===== src/rtl/div_unit_pkg.sv =====
// ============================================================================
//  Module      : div_unit_pkg
//  Description : Shared encodings and helpers for the EX-stage divide unit.
//  Revision    : 1.0 - initial release
// ============================================================================
`default_nettype none

package div_unit_pkg;

    localparam int unsigned DIV_WIDTH = 32;

    // MDU operation encodings, sitting beside the ALUOp encodings
    localparam logic [1:0] MDUOp_div  = 2'b00;
    localparam logic [1:0] MDUOp_divu = 2'b01;
    localparam logic [1:0] MDUOp_rem  = 2'b10;
    localparam logic [1:0] MDUOp_remu = 2'b11;

    function automatic logic mdu_is_signed(input logic [1:0] op);
        return ~op[0];
    endfunction

    function automatic logic mdu_is_rem(input logic [1:0] op);
        return op[1];
    endfunction

endpackage

`default_nettype wire


===== src/rtl/div_unit.sv =====
// ============================================================================
//  Module      : div_unit
//  Description : Iterative radix-2 restoring divide/remainder unit (EX stage).
//  Revision    : 1.0 - initial release
// ============================================================================
`default_nettype none

module div_unit
    import div_unit_pkg::*;
#(
    parameter int WIDTH = 32
) (
    input  logic             clk,
    input  logic             rstn,
    input  logic             start,
    input  logic [1:0]       op,
    input  logic [WIDTH-1:0] A,
    input  logic [WIDTH-1:0] B,
    input  logic             flush,
    output logic             busy,
    output logic             done,
    output logic [WIDTH-1:0] C
);

    localparam int CNT_W = $clog2(WIDTH);

    typedef enum logic [1:0] {
        ST_IDLE = 2'd0,
        ST_CALC = 2'd1,
        ST_DONE = 2'd2
    } state_e;

    localparam logic [WIDTH-1:0] C_MOST_NEG = {1'b1, {(WIDTH-1){1'b0}}};
    localparam logic [WIDTH-1:0] C_ALL_ONES = {WIDTH{1'b1}};
    localparam logic [CNT_W-1:0] C_LAST_STEP = CNT_W'(WIDTH - 1);

    state_e           state_q,   state_d;
    logic [1:0]       op_q,      op_d;
    logic             neg_quo_q, neg_quo_d;
    logic             neg_rem_q, neg_rem_d;
    logic [WIDTH-1:0] rem_q,     rem_d;
    logic [WIDTH-1:0] quo_q,     quo_d;
    logic [WIDTH-1:0] dvs_q,     dvs_d;
    logic [CNT_W-1:0] cnt_q,     cnt_d;
    logic [WIDTH-1:0] c_q,       c_d;

    logic             a_neg;
    logic             b_neg;
    logic [WIDTH:0]   rem_sh;
    logic [WIDTH:0]   diff;
    logic [WIDTH-1:0] rem_nx;
    logic [WIDTH-1:0] quo_nx;
    logic [WIDTH-1:0] result;

    // One restoring step; diff[WIDTH] set means the trial subtraction borrowed
    always_comb begin
        rem_sh = {rem_q, quo_q[WIDTH-1]};
        diff   = rem_sh - {1'b0, dvs_q};
        rem_nx = diff[WIDTH] ? rem_sh[WIDTH-1:0] : diff[WIDTH-1:0];
        quo_nx = {quo_q[WIDTH-2:0], ~diff[WIDTH]};
        if (mdu_is_rem(op_q)) begin
            result = neg_rem_q ? (~rem_nx + 1'b1) : rem_nx;
        end else begin
            result = neg_quo_q ? (~quo_nx + 1'b1) : quo_nx;
        end
    end

    assign a_neg = mdu_is_signed(op) & A[WIDTH-1];
    assign b_neg = mdu_is_signed(op) & B[WIDTH-1];

    always_comb begin
        state_d   = state_q;
        op_d      = op_q;
        neg_quo_d = neg_quo_q;
        neg_rem_d = neg_rem_q;
        rem_d     = rem_q;
        quo_d     = quo_q;
        dvs_d     = dvs_q;
        cnt_d     = cnt_q;
        c_d       = c_q;

        case (state_q)
            ST_IDLE: begin
                if (start && !flush) begin
                    op_d      = op;
                    neg_quo_d = a_neg ^ b_neg;
                    neg_rem_d = a_neg;
                    if (B == '0) begin
                        c_d     = mdu_is_rem(op) ? A : C_ALL_ONES;
                        state_d = ST_DONE;
                    end else if (mdu_is_signed(op) && A == C_MOST_NEG && B == C_ALL_ONES) begin
                        c_d     = mdu_is_rem(op) ? '0 : C_MOST_NEG;
                        state_d = ST_DONE;
                    end else begin
                        quo_d   = a_neg ? (~A + 1'b1) : A;
                        dvs_d   = b_neg ? (~B + 1'b1) : B;
                        rem_d   = '0;
                        cnt_d   = '0;
                        state_d = ST_CALC;
                    end
                end
            end
            ST_CALC: begin
                if (flush) begin
                    state_d = ST_IDLE;
                end else begin
                    rem_d = rem_nx;
                    quo_d = quo_nx;
                    cnt_d = cnt_q + 1'b1;
                    if (cnt_q == C_LAST_STEP) begin
                        c_d     = result;
                        state_d = ST_DONE;
                    end
                end
            end
            ST_DONE: begin
                state_d = ST_IDLE;
            end
            default: begin
                state_d = ST_IDLE;
            end
        endcase
    end

    always_ff @(posedge clk or negedge rstn) begin
        if (!rstn) begin
            state_q   <= ST_IDLE;
            op_q      <= '0;
            neg_quo_q <= 1'b0;
            neg_rem_q <= 1'b0;
            rem_q     <= '0;
            quo_q     <= '0;
            dvs_q     <= '0;
            cnt_q     <= '0;
            c_q       <= '0;
        end else begin
            state_q   <= state_d;
            op_q      <= op_d;
            neg_quo_q <= neg_quo_d;
            neg_rem_q <= neg_rem_d;
            rem_q     <= rem_d;
            quo_q     <= quo_d;
            dvs_q     <= dvs_d;
            cnt_q     <= cnt_d;
            c_q       <= c_d;
        end
    end

    assign busy = (state_q != ST_IDLE);
    assign done = (state_q == ST_DONE);
    assign C    = c_q;

endmodule

`default_nettype wire

===== config.mk =====
export PLATFORM = sky130hd
export DESIGN_NAME = div_unit
export DESIGN_NICKNAME = d
export VERILOG_FILES = /design/src/rtl/div_unit_pkg.sv /design/src/rtl/div_unit.sv
export SDC_FILE = /design/constraint.sdc
export NUM_CORES = 1
export LEC_CHECK = 0
export BUFFER_PORTS_ARGS = -buffer_cell sky130_fd_sc_hd__buf_4
export CELL_PAD_IN_SITES_DETAIL_PLACEMENT = 2
export CELL_PAD_IN_SITES_GLOBAL_PLACEMENT = 2
export CORE_MARGIN = 2
export CORE_UTILIZATION = 29
export CTS_CLUSTER_DIAMETER = 50
export DETAILED_ROUTE_END_ITERATION = 10
export PLACE_DENSITY_LB_ADDON = 0.15
export SLEW_MARGIN = 10
export SYNTH_ARGS = -nofsm -noshare
export SYNTH_HDL_FRONTEND = slang
export SYNTH_SLANG_ARGS = --single-unit
export TNS_END_PERCENT = 5

===== constraint.sdc =====
create_clock -name clk -period 4.5 [get_ports clk]
set_input_delay 0.45 -clock clk [delete_from_list [all_inputs] [get_ports clk]]
set_output_delay 0.45 -clock clk [all_outputs]
set_load 0.02 [all_outputs]

# Word level (Yosys, flattened, before mapping)
# Index checks and enable logic that the tools add are counted.
dict set report totals {
  reg_bits 139
  input_bits 70
  output_inout_bits 34
  elab_cells 86
}
dict set report classes {
  n_addsub 6
  eq_ne 12
  mux 35
  bitwise 11
  n_reduce_logical 13
}
# operator count
set ops {}
lappend ops {{two-way mux 32 bit} 21}
lappend ops {{case mux 32 bit (2 select lines)} 3}
lappend ops {{adder 32 x 1 -> 32 bit (second input constant)} 4}
lappend ops {{inverter 32 bit} 4}
lappend ops {{equality test 32 bit (second input constant)} 2}
lappend ops {{subtractor 33 x 32 -> 33 bit} 1}
lappend ops {{logical NOT 32 bit} 1}
lappend ops {{two-way mux 5 bit} 4}
lappend ops {{two-way mux 2 bit} 5}
lappend ops {{inequality test 2 bit (second input constant)} 5}
lappend ops {{case mux 5 bit (2 select lines)} 1}
lappend ops {{AND reduction 5 bit} 2}
lappend ops {{inequality test 3 bit (second input constant)} 2}
lappend ops {{adder 5 x 1 -> 5 bit (second input constant)} 1}
lappend ops {{equality test 5 bit (second input constant)} 1}
lappend ops {{inverter 1 bit} 4}
lappend ops {{case mux 2 bit (2 select lines)} 1}
lappend ops {{AND reduction 2 bit} 2}
lappend ops {{AND reduction 4 bit} 1}
lappend ops {{nonzero test 2 bit} 2}
lappend ops {{logical AND 1 bit} 3}
lappend ops {{bitwise AND 1 bit} 2}
lappend ops {{equality test 2 x 1 -> 1 bit (second input constant)} 1}
lappend ops {{equality test 2 bit (second input constant)} 1}
lappend ops {{other kinds (3)} 3}

# Depth between registers and ports, before layout
# Gate-level depths: netlist (run 1).
dict set report depth {
  depth_word 9
  ltp_mapped 23
  mapped_depth_nobuf 21
}

# Worst setup path before layout (run 1)
# Ideal clock, no wire load.
dict set report synth_timing {
  kind {flip-flop to flip-flop}
  startpoint {register quo_q[31]}
  endpoint {register c_q[18] (netlist: C[18])}
  setup_time_ps 127
  arrival_ps 4474
  setup_slack_ps -100
  path_stages_with_launch 23
  path_cell_list {dfrtp_1 -> inv_1 -> ha_1 -> inv_1 -> fa_1 -> a21o_1 -> a221o_1 -> o2bb2ai_4 -> a21oi_2 -> nor3_2 -> nor2_4 -> inv_2 -> buf_1 -> mux2i_1 -> ha_1 -> nand2_1 -> nor3_1 -> mux2i_1 -> or4_1 -> buf_2 -> or3_1 -> a21oi_1 -> o31ai_1}
}
dict set report synth_via {
  elab_chain_len 9
  word_cells_on_any_way 13
}
# element line_no
set synth_lines {}
lappend synth_lines {{start: declaration} div_unit.sv:42} ;# logic [WIDTH-1:0] quo_q, quo_d;
lappend synth_lines {{start signal: assignment} div_unit.sv:142} ;# quo_q <= quo_d;
lappend synth_lines {{subtractor 33 x 32 -> 33 bit} div_unit.sv:58} ;# diff = rem_sh - {1'b0, dvs_q};
lappend synth_lines {{two-way mux 32 bit or inverter 1 bit (tied branches)} {div_unit.sv:59, div_unit.sv:60}}
lappend synth_lines {{inverter 32 bit, on equally long branches} {div_unit.sv:62, div_unit.sv:64}}
lappend synth_lines {{adder 32 x 1 -> 32 bit, on equally long branches} {div_unit.sv:62, div_unit.sv:64}}
lappend synth_lines {{two-way mux 32 bit, on equally long branches} {div_unit.sv:62, div_unit.sv:64}}
lappend synth_lines {{two-way mux 32 bit *} div_unit.sv:61} ;# if (mdu_is_rem(op_q)) begin
lappend synth_lines {{two-way mux 32 bit *} div_unit.sv:110} ;# if (cnt_q == C_LAST_STEP) begin
lappend synth_lines {{two-way mux 32 bit *} div_unit.sv:104} ;# if (flush) begin
lappend synth_lines {{case mux 32 bit (2 select lines) *} div_unit.sv:82} ;# case (state_q)
lappend synth_lines {{end signal: assignment} div_unit.sv:135} ;# c_q <= '0;
lappend synth_lines {{end signal: assignment} div_unit.sv:145} ;# c_q <= c_d;
lappend synth_lines {{end: declaration} div_unit.sv:45} ;# logic [WIDTH-1:0] c_q, c_d;
# Mark *: on every way between the ends. The rest lies on a longest branch, timed or not. The select of a mux whose other input is x is not followed.
# A chain may end at the register's enable or synchronous reset.

# Final worst setup path (run 1)
# Ends and elaborated chain as after synthesis.

==> run summary, run 1 <==
Final nets = 1760
initial core utilization = 0.295
worst setup path start = quo_q[31]
Fmax = 229 MHz
CP required = 4.83 ns
first-pass GRT wire length = 78.6 mm
synthesized area = 11700 um2
crit path max fanout = 6
syn_area_per_cell = 7.74 um2
commonest non-fill, non-tap cell in the layout = buf_4
CP max-delay cell = or4_4
drt wl/cell = 23.1 um
port buffer count = 103
met3 usage = 0.0253
worst reg-to-reg setup slack = 0.13 ns
status = complete, no violations
CP Capture Point = C[18]
initial drt markers = 621
Final period util = 0.971
routing usage on met2 = 0.404
crit-path cells = inv_1, ha_1, inv_1, fa_2, a21o_1, a221o_1, o2bb2ai_4, a21oi_4, o21a_2, nor2_4, inv_4, mux2i_4, ha_4, nand2_1, nor3_2, mux2i_1, or4_4, or3_1, a21oi_2, o31ai_1
Post-Syn Instances = 1516
Final ANT Viol Nets = 0
Longest Clk Path Bufs = 2
initial antenna violation count = 0
warnings from Yosys = 0
met1 GRT Util = 0.337
total placed instance area = 13600 um2
gp weighted congestion = 0.863
asr flop ratio synth = 1.00
largest net degree at the start of global routing = 77
Stages on worst setup path = 20
Power Total = 4.94 mW
I/O pins = 104
post-DP HPWL = 39.5 mm
CP bufs+invs = 3
peak supply drop = 0.272 mV
Layout area overhead = 22.3%
unrepaired setup endpoints after global routing = yes
clock root buffer = clkbuf_16
Yosys cell types = 84
LEAKAGE = 6.19 nW
Arr. time, crit path = 4.70 ns
Top Family by Delay on Critical Path = compound AO/OA/AOI/OAI gates
Worst-path clk slew = 0.07 ns
Routed WL = 50.6 mm
Layout Skew = 0.0172 ns
final antenna diode count = 0
Synth Flop Type = dfrtp_1
CP dominant cell by count = inv_1
Die ar. = 42100 um2
CTS tree = yes
PD cells = 344 nW/um2
most frequent cells in the layout = buf_4, nand2_1, o21ai_0, dfrtp_1, a21oi_1
Worst Path Class, Setup = reg2reg
post-synthesis sequential area ratio = 0.294
Row Count = 73
Total GRT Usage = 0.245
number of global-route vias before repair = 12900
vias per cell = 5.55
DP Cell Count = 2153
Crit. End Element = register
final cell count without fillers = 2185
Worst slew margin = 0.311
r2r startpoint = quo_q[31]
Yosys reg bits = 138
EDFF count, synth = 0
hold_buf cts = 0
final hold violation count = 0
total core area = 39800 um2
Most Crowded Layer GR = met2
Worst R2R Path Depth = 20
clock sinks = 138
DIE WIDTH = 205 um
GRT overflow = 0
latest clock arrival within the worst-skew pair = 0.45 ns
Syn Nets = 1626
total number of vias = 12100
Max-Cap Viols = 0
DRC Markers = 0
TritonCTS buffer count = 17
Die Y = 205 um
crit-path max cell delay = 0.61 ns
fin crit period = 4.37 ns
H-tree Lvls = 4
startpoint types = register
number of iterations in the first detailed-routing pass = 4
setup violators final = 0
Hold Path Class = in2async
share of cells above drive strength 1 = 0.175
Final Max Slew Viols = 0
post-route cell area = 14400 um2
worst r2r dst = C[18]
Slew @ Worst Pin = 1.03 ns
## area by class of cell
| type | count | area [um2] |
|---|---|---|
| clock buffer | 24 | 492 |
| tap | 525 | 657 |
| fill | 4691 | 25500 |
| multi-input combinational | 1225 | 7830 |
| timing repair buffer | 209 | 1610 |
| inverter | 59 | 224 |
| clock inverter | 5 | 86.3 |
| sequential | 138 | 3450 |
## stage by stage
step | setup slack, ns | hold WS (ns) | util | setup TNS, ns
6_report | 0.132 | 0.0182 | 0.361 | 0
5_1_grt | -0.0806 | 0.0506 | 0.361 | -0.418
4_1_cts | 0.0125 | 0.0320 | 0.358 | 0
3_5_place_dp | -0.163 | 0.483 | 0.343 | -0.600
3_3_place_gp | -0.0498 | 0.470 | 0.343 | -0.0534
2_1_floorplan | 0.00368 | 0.154 | - | 0
## power breakdown
group	leakage [nW]	internal [mW]	switching [mW]
Clock	0.283	0.870	0.594
Combinational	4.11	0.730	1.15
Sequential	1.81	1.40	0.192
## sequential cells by signal, indices dropped and copies added, names as in the netlist
name       count
C             32
dvs_q         32
quo_q         32
rem_q         32
cnt_q          5
state_q        2
neg_quo_q      1
neg_rem_q      1
op_q           1
## worst min path at each step
stage               from        end  slack (ns)  cells past startpoint
finish              rstn  quo_q[11]        0.02                      1
global route        rstn  quo_q[11]        0.05                      1
floorplan           rstn       C[0]        0.15                      0
detailed placement  C[2]       C[2]        0.48                      2
CTS                 rstn  quo_q[11]        0.03                      1
global placement    C[5]       C[5]        0.47                      2
## synth_stat cells (6+ instances only)
| master | number | area share |
|---|---|---|
| nand2b_1 | 17 | 0.0091 |
| nand4_1 | 26 | 0.014 |
| buf_1 | 6 | 0.0019 |
| clkbuf_1 | 69 | 0.022 |
| nand3_1 | 15 | 0.0064 |
| nor2b_1 | 19 | 0.010 |
| o221ai_1 | 8 | 0.0060 |
| inv_1 | 58 | 0.019 |
| dfrtp_1 | 138 | 0.29 |
| xor2_1 | 59 | 0.044 |
| and2_1 | 6 | 0.0032 |
| o21a_1 | 12 | 0.0077 |
| a31oi_1 | 13 | 0.0069 |
| a22o_1 | 13 | 0.0097 |
| nor2_1 | 119 | 0.038 |
| a21oi_1 | 132 | 0.056 |
| nor3_1 | 39 | 0.017 |
| and3_1 | 8 | 0.0043 |
| o41ai_1 | 8 | 0.0060 |
| buf_2 | 16 | 0.0068 |
| o211ai_1 | 19 | 0.012 |
| nand2_1 | 189 | 0.060 |
| mux2i_1 | 24 | 0.020 |
| o31ai_1 | 37 | 0.024 |
| or3_1 | 22 | 0.012 |
| nor4_1 | 11 | 0.0059 |
| xnor2_1 | 60 | 0.045 |
| mux2_2 | 11 | 0.011 |
| a211oi_1 | 13 | 0.0083 |
| a21o_1 | 16 | 0.010 |
| or4_1 | 13 | 0.0083 |
| ha_1 | 39 | 0.042 |
| o21ai_1 | 6 | 0.0026 |
| o21ai_0 | 170 | 0.072 |
## per-layer routing
| layer | routed length, um | up-vias |
|---|---|---|
| met4 | 1370 | 0 |
| met5 | 0 | - |
| met3 | 982 | 50 |
| met2 | 24000 | 146 |
| met1 | 24200 | 6163 |
| li1 | - | 5772 |
## cells by family after synthesis
logic type	synth area share
AOI/OAI and AO/OA	0.282
xor gates and xnor gates	0.0888
adders and majority gates	0.0433
buffers and inverters	0.0520
DFF	0.294
muxes	0.0310
and+or+nand+nor	0.208
## what timing repair did
item                                   CTS  global route
setup endpoints to repair                5            22
endpoints found under the hold margin    0             0
pin swaps                                3             6
resized for setup                        3            18
buffers inserted                         1             2
(Power assumes the default switching activity.)
==> inputs of run 2 (changes only) <==
- ABC_AREA: default -> 1
==> run 2 against run 1 <==
  * The run now ends with negative hold slack left
  * Largest power group unchanged
  * First-iteration DRC count up 4.2%
  * Largest cell class unchanged
  * Critical endpoint is now C[28]
  * Setup slack better by 0.22 ns
  * Area after synthesis up 10%
  * Clock power up 12%
==> run summary, run 2 <==
CTS tree = yes
setup violators final = 0
syn_area_per_cell = 6.07 um2
CP required = 4.88 ns
Slew @ Worst Pin = 0.925 ns
DIE WIDTH = 215 um
post-DP HPWL = 45.9 mm
number of iterations in the first detailed-routing pass = 5
routed length on met3 = 1.62 mm
Total GRT Usage = 0.253
EDFF count, synth = 0
Die ar. = 46300 um2
Final period util = 0.921
initial antenna violation count = 7
clock root buffer = clkbuf_16
first-pass GRT wire length = 89.9 mm
Arr. time, crit path = 4.53 ns
Worst-path clk slew = 0.07 ns
Synth Flop Type = dfrtp_1
top cells by count, synth = nand2_1, inv_1, o21ai_0
commonest non-fill, non-tap cell in the layout = nand2_1
status = complete, but fails checks
Detail Route met2 WL = 27.5 mm
share of cells above drive strength 1 = 0.118
Yosys reg bits = 138
initial core utilization = 0.293
CP dominant cell by count = nand2_1
asr flop ratio synth = 1.00
top routing layer used = met5
Max-Cap Viols = 0
multiplexer share of the synthesized area = 0.000775
Final ANT Viol Nets = 0
Yosys cell types = 55
most frequent cells in the layout = nand2_1, inv_1, o21ai_0, nor2_1, nand3_1
largest family of logic cells by synthesized area = simple AND/OR/NAND/NOR gates
synthesized area = 12900 um2
Crit. End Element = register
Routed WL = 57.4 mm
xor and xnor fraction of the mapped netlist area = 0.0332
crit-path max cell delay = 0.43 ns
warnings from Yosys = 0
FILL cells = 5583
Post-Syn Instances = 2128
Layout area overhead = 17.4%
Synth area leaders = dfrtp_1, nand2_1, inv_1, o21ai_0, nand3_1
violated checks = negative hold slack
final antenna diode count = 0
post-route cell area = 15200 um2
clock sinks = 138
final hold violation count = 13
area share of the largest cell type after synthesis = 0.267
Worst Path Class, Setup = reg2reg
Post-Synth Adder-Cell Area = 0.0393
latest clock arrival within the worst-skew pair = 0.49 ns
unrepaired setup endpoints after global routing = no
crit path max fanout = 6
peak supply drop = 0.356 mV
Layout Skew = 0.00952 ns
Longest Clk Path Bufs = 2
Final nets = 2326
vias per cell = 5.14
total number of vias = 14500
DRC Markers = 0
PD cells = 839 nW/um2
Worst slew margin = 0.383
hold_buf cts = 0
CP max-delay cell = dfrtp_1
compound-gate portion of the synthesized area = 0.155
LEAKAGE = 7.78 nW
GRT overflow = 0
fin crit period = 4.14 ns
Syn Nets = 2238
largest net degree at the start of global routing = 87
Die Y = 215 um
DP Cell Count = 2783
Final Max Slew Viols = 0
I/O pins = 104
met1 WL = 27.1 mm
Hold Path Class = in2async
post-synth top area cell = dfrtp_1
initial drt markers = 647
drt wl/cell = 20.4 um
WHS = -0.0189 ns
Fmax = 241 MHz
startpoint types = register
post-synthesis sequential area ratio = 0.267
total core area = 44100 um2
H-tree Lvls = 4
count leader, synth = nand2_1
port buffer count = 103
final cell count without fillers = 2821
Synth Area in Simple Gates = 0.388
total placed instance area = 14400 um2
Row Count = 77
TritonCTS buffer count = 17
gp weighted congestion = 0.862
number of global-route vias before repair = 15600
setup_tns = 0 ns
## run 2: changes by cell type in the layout (fill, tap and decap cells not counted), moves of 49 or more
cell	previous run	this run
inv_1	58	299
xnor2_1	60	9
nand3_1	15	160
buf_4	204	133
nand2_1	189	656
nor2_1	118	167
## run 2: logic make-up (layout without fill, tap and decap cells)
group                      after synthesis  count (layout)
adders and majority gates               40              40
xor gates and xnor gates                49              49
and+or+nand+nor                       1145            1146
muxes                                    1               1
buffers and inverters                  385             485
AOI/OAI and AO/OA                      370             370
DFF                                    138             138
## run 2: through the flow
step | worst slack (ns) | utilization | hold slack [ns] | power, mW
2_1_floorplan | 0.805 | - | 0.154 | 8.11
3_3_place_gp | 0.316 | 0.327 | 0.468 | 10.7
3_5_place_dp | 0.227 | 0.327 | 0.471 | 10.9
4_1_cts | 0.0819 | 0.341 | 0.00601 | 12.7
5_1_grt | 0.0488 | 0.344 | 0.0428 | 14.0
6_report | 0.356 | 0.344 | -0.0189 | 12.7
## run 2: metal layers
layer,up-vias,GRT usage
met5,-,0
met4,2,0.0715
met3,63,0.0303
met2,214,0.431
met1,7216,0.336
li1,6998,-
## run 2: layout make-up
class                           count  area (um2)  share of cell area
Inverter                          314        1180              0.0777
Multi-Input combinational cell   1606        8040               0.530
Clock inverter                     12         195              0.0129
Sequential cell                   138        3450               0.228
Tap cell                          592         741              0.0488
Clock buffer                       20         457              0.0301
Timing Repair Buffer              139        1100              0.0729
## run 2: worst paths after layout
check / cells after the start / to / startpoint / slack [ns]
hold reg to reg: 2 / C[24] / C[24] / 0.48
setup / recovery: 27 / C[28] / quo_q[31] / 0.36
min in group clk: 2 / state_q[0] / flush / 0.19
setup reg to reg: 27 / C[28] / quo_q[31] / 0.36
max in group asynchronous: 2 / state_q[0] / rstn / 3.42
hold / removal: 1 / rem_q[30] / rstn / -0.02
## run 2: repair_timing
action                                  in CTS  in global routing
setup buffers                                0                  5
endpoints found under the setup margin       0                 15
hold endpoints to repair                     0                  0
gates resized for setup                      0                 14
## run 2: worst max-delay path: cells and delay by family, from the launching register on
kind	cells	cell delay (ns)
AND/OR/NAND/NOR	20	2.45
adder cells (fa/ha/maj)	3	0.75
flip-flops	1	0.43
AO/OA/AOI/OAI	2	0.21
buffers and inverters	2	0.19
## run 2: power breakdown
part	switching (mW)	internal [mW]
sequential	0.419	1.70
combinational	6.29	2.69
clock	0.632	1.01
total	7.34	5.39
==> inputs of run 3 (changes only) <==
- CORE_MARGIN: 2 -> 10
- CORE_UTILIZATION: 29 -> 30
==> run 3 against run 2 <==
  * The flow now finishes without violations
  * Die area rose by 12%
  * Global-route usage shrank 2.3 points
  * Cell count fell by 1.9%
  * Design area shrank 1.2%
  * Highest routed layer unchanged
==> run summary, run 3 (synthesized netlist as in run 2, its figures left out) <==
Die ar. = 51800 um2
Worst-path clk slew = 0.06 ns
I/O pins = 104
CTS tree = yes
crit-path max cell delay = 0.43 ns
commonest non-fill, non-tap cell in the layout = nand2_1
Layout Skew = 0.0112 ns
total core area = 42200 um2
total number of vias = 14500
Layout area overhead = 16.0%
clock root buffer = clkbuf_16
Slew @ Worst Pin = 0.954 ns
Routed WL = 58.8 mm
Crit. End Element = register
initial core utilization = 0.306
clock sinks = 138
GRT overflow = 0
Max-Cap Viols = 0
Arr. time, crit path = 4.50 ns
gp weighted congestion = 0.863
final hold violation count = 0
startpoint types = register
hold_buf cts = 0
Final period util = 0.922
largest net degree at the start of global routing = 90
first-pass GRT wire length = 92.4 mm
Longest Clk Path Bufs = 2
port buffer count = 103
H-tree Lvls = 4
share of cells above drive strength 1 = 0.115
number of global-route vias before repair = 16000
Row Count = 75
CP required = 4.85 ns
fin crit period = 4.15 ns
Final nets = 2325
setup_tns = 0 ns
Power Total = 12.6 mW
latest clock arrival within the worst-skew pair = 0.46 ns
most frequent cells in the layout = nand2_1, inv_1, o21ai_0, nor2_1, nand3_1
Clock Power Share = 0.117
PD cells = 843 nW/um2
r2r startpoint = quo_q[31]
sequential share of power = 0.167
Worst Path Class, Setup = reg2reg
peak supply drop = 0.353 mV
post-layout util = 0.355
Final ANT Viol Nets = 0
initial antenna violation count = 5
drt wl/cell = 21.3 um
Die Y = 228 um
Fmax = 241 MHz
unrepaired setup endpoints after global routing = yes
vias per cell = 5.25
post-DP HPWL = 47.1 mm
TritonCTS buffer count = 17
DP Cell Count = 2731
DIE WIDTH = 228 um
LEAKAGE = 7.74 nW
initial drt markers = 797
Hold Path Class = in2async
Total GRT Usage = 0.230
final cell count without fillers = 2766
combinational share of power = 0.716
Internal = 5.20 mW
crit path max fanout = 33
Final Worst Setup Slack = 0.350 ns
status = complete, no violations
setup violators final = 0
worst setup path start = quo_q[31]
Psw = 7.43 mW
CP dominant cell by count = nand2_1
CP max-delay cell = dfrtp_1
Switching Share = 0.588
DRC Markers = 0
Final Max Slew Viols = 0
number of iterations in the first detailed-routing pass = 5
Worst slew margin = 0.364
dpl ws = 0.211 ns
final antenna diode count = 0
FILL cells = 5314
==> run 3: cell count changes in the layout (fill, tap and decap cells not counted), moves of 2 or more <==
cell	before	now
nor3_2	4	2
clkinvlp_4	4	2
buf_4	133	135
clkbuf_1	1	5
buf_12	4	1
nor3_4	0	2
bufinv_16	5	3
==> run 3: worst paths after layout <==
check,endpoint,slack (ns),cells after the start
min in group clk,state_q[0],0.22,2
setup reg to reg,C[14],0.35,28
hold / removal,rem_q[25],0.006,1
max in group asynchronous,C[8],3.35,2
setup / recovery,C[14],0.35,28
hold reg to reg,dvs_q[29],0.48,2
==> run 3: timing repair <==
item / in CTS / in global routing
buffers inserted: 0 / 3
setup endpoints to repair: 0 / 14
resized for setup: 0 / 13
==> run 3: power groups by stage <==
stage                     logic, mW  clock network [mW]  registers (mW)
after detailed placement       8.91                   0            2.12
after global routing           10.2                1.55            2.17
final                          9.04                1.48            2.11
after global placement         8.60                   0            2.10
after CTS                      8.99                1.50            2.11
after floorplan                5.99                   0            2.13
==> run 3: routing by layer <==
layer / vias to the layer above / track usage / share of wire
met3: 56 / 0.0360 / 0.032
met5: - / 0 / 0.00012
li1: 6987 / - / -
met4: 2 / 0.0589 / 0.020
met2: 207 / 0.388 / 0.47
met1: 7269 / 0.300 / 0.47
==> run 3: critical path: cells and delay by family, from the launching register on <==
kind                       cells  cell delay (ns)
adders and majority gates      3             0.74
buffers and inverters          5             0.62
DFF                            1             0.43
and+or+nand+nor               20             2.23
==> run 3: layout make-up <==
cell class	count	area, um2	area share
timing repair buffer	138	1060	0.0705
clock inverter	8	120	0.00802
clock buffer	23	458	0.0306
multi-input combinational	1606	8050	0.537
tap	539	674	0.0450
sequential	138	3450	0.230
inverter	314	1180	0.0787
==> run 3: through the flow <==
stage	instance area [um2]	hold WS (ns)
after global routing	15000	0.0605
after detailed placement	14300	0.471
after floorplan	12900	0.154
after global placement	14300	0.466
final	15000	0.00591
after CTS	14900	0.0428
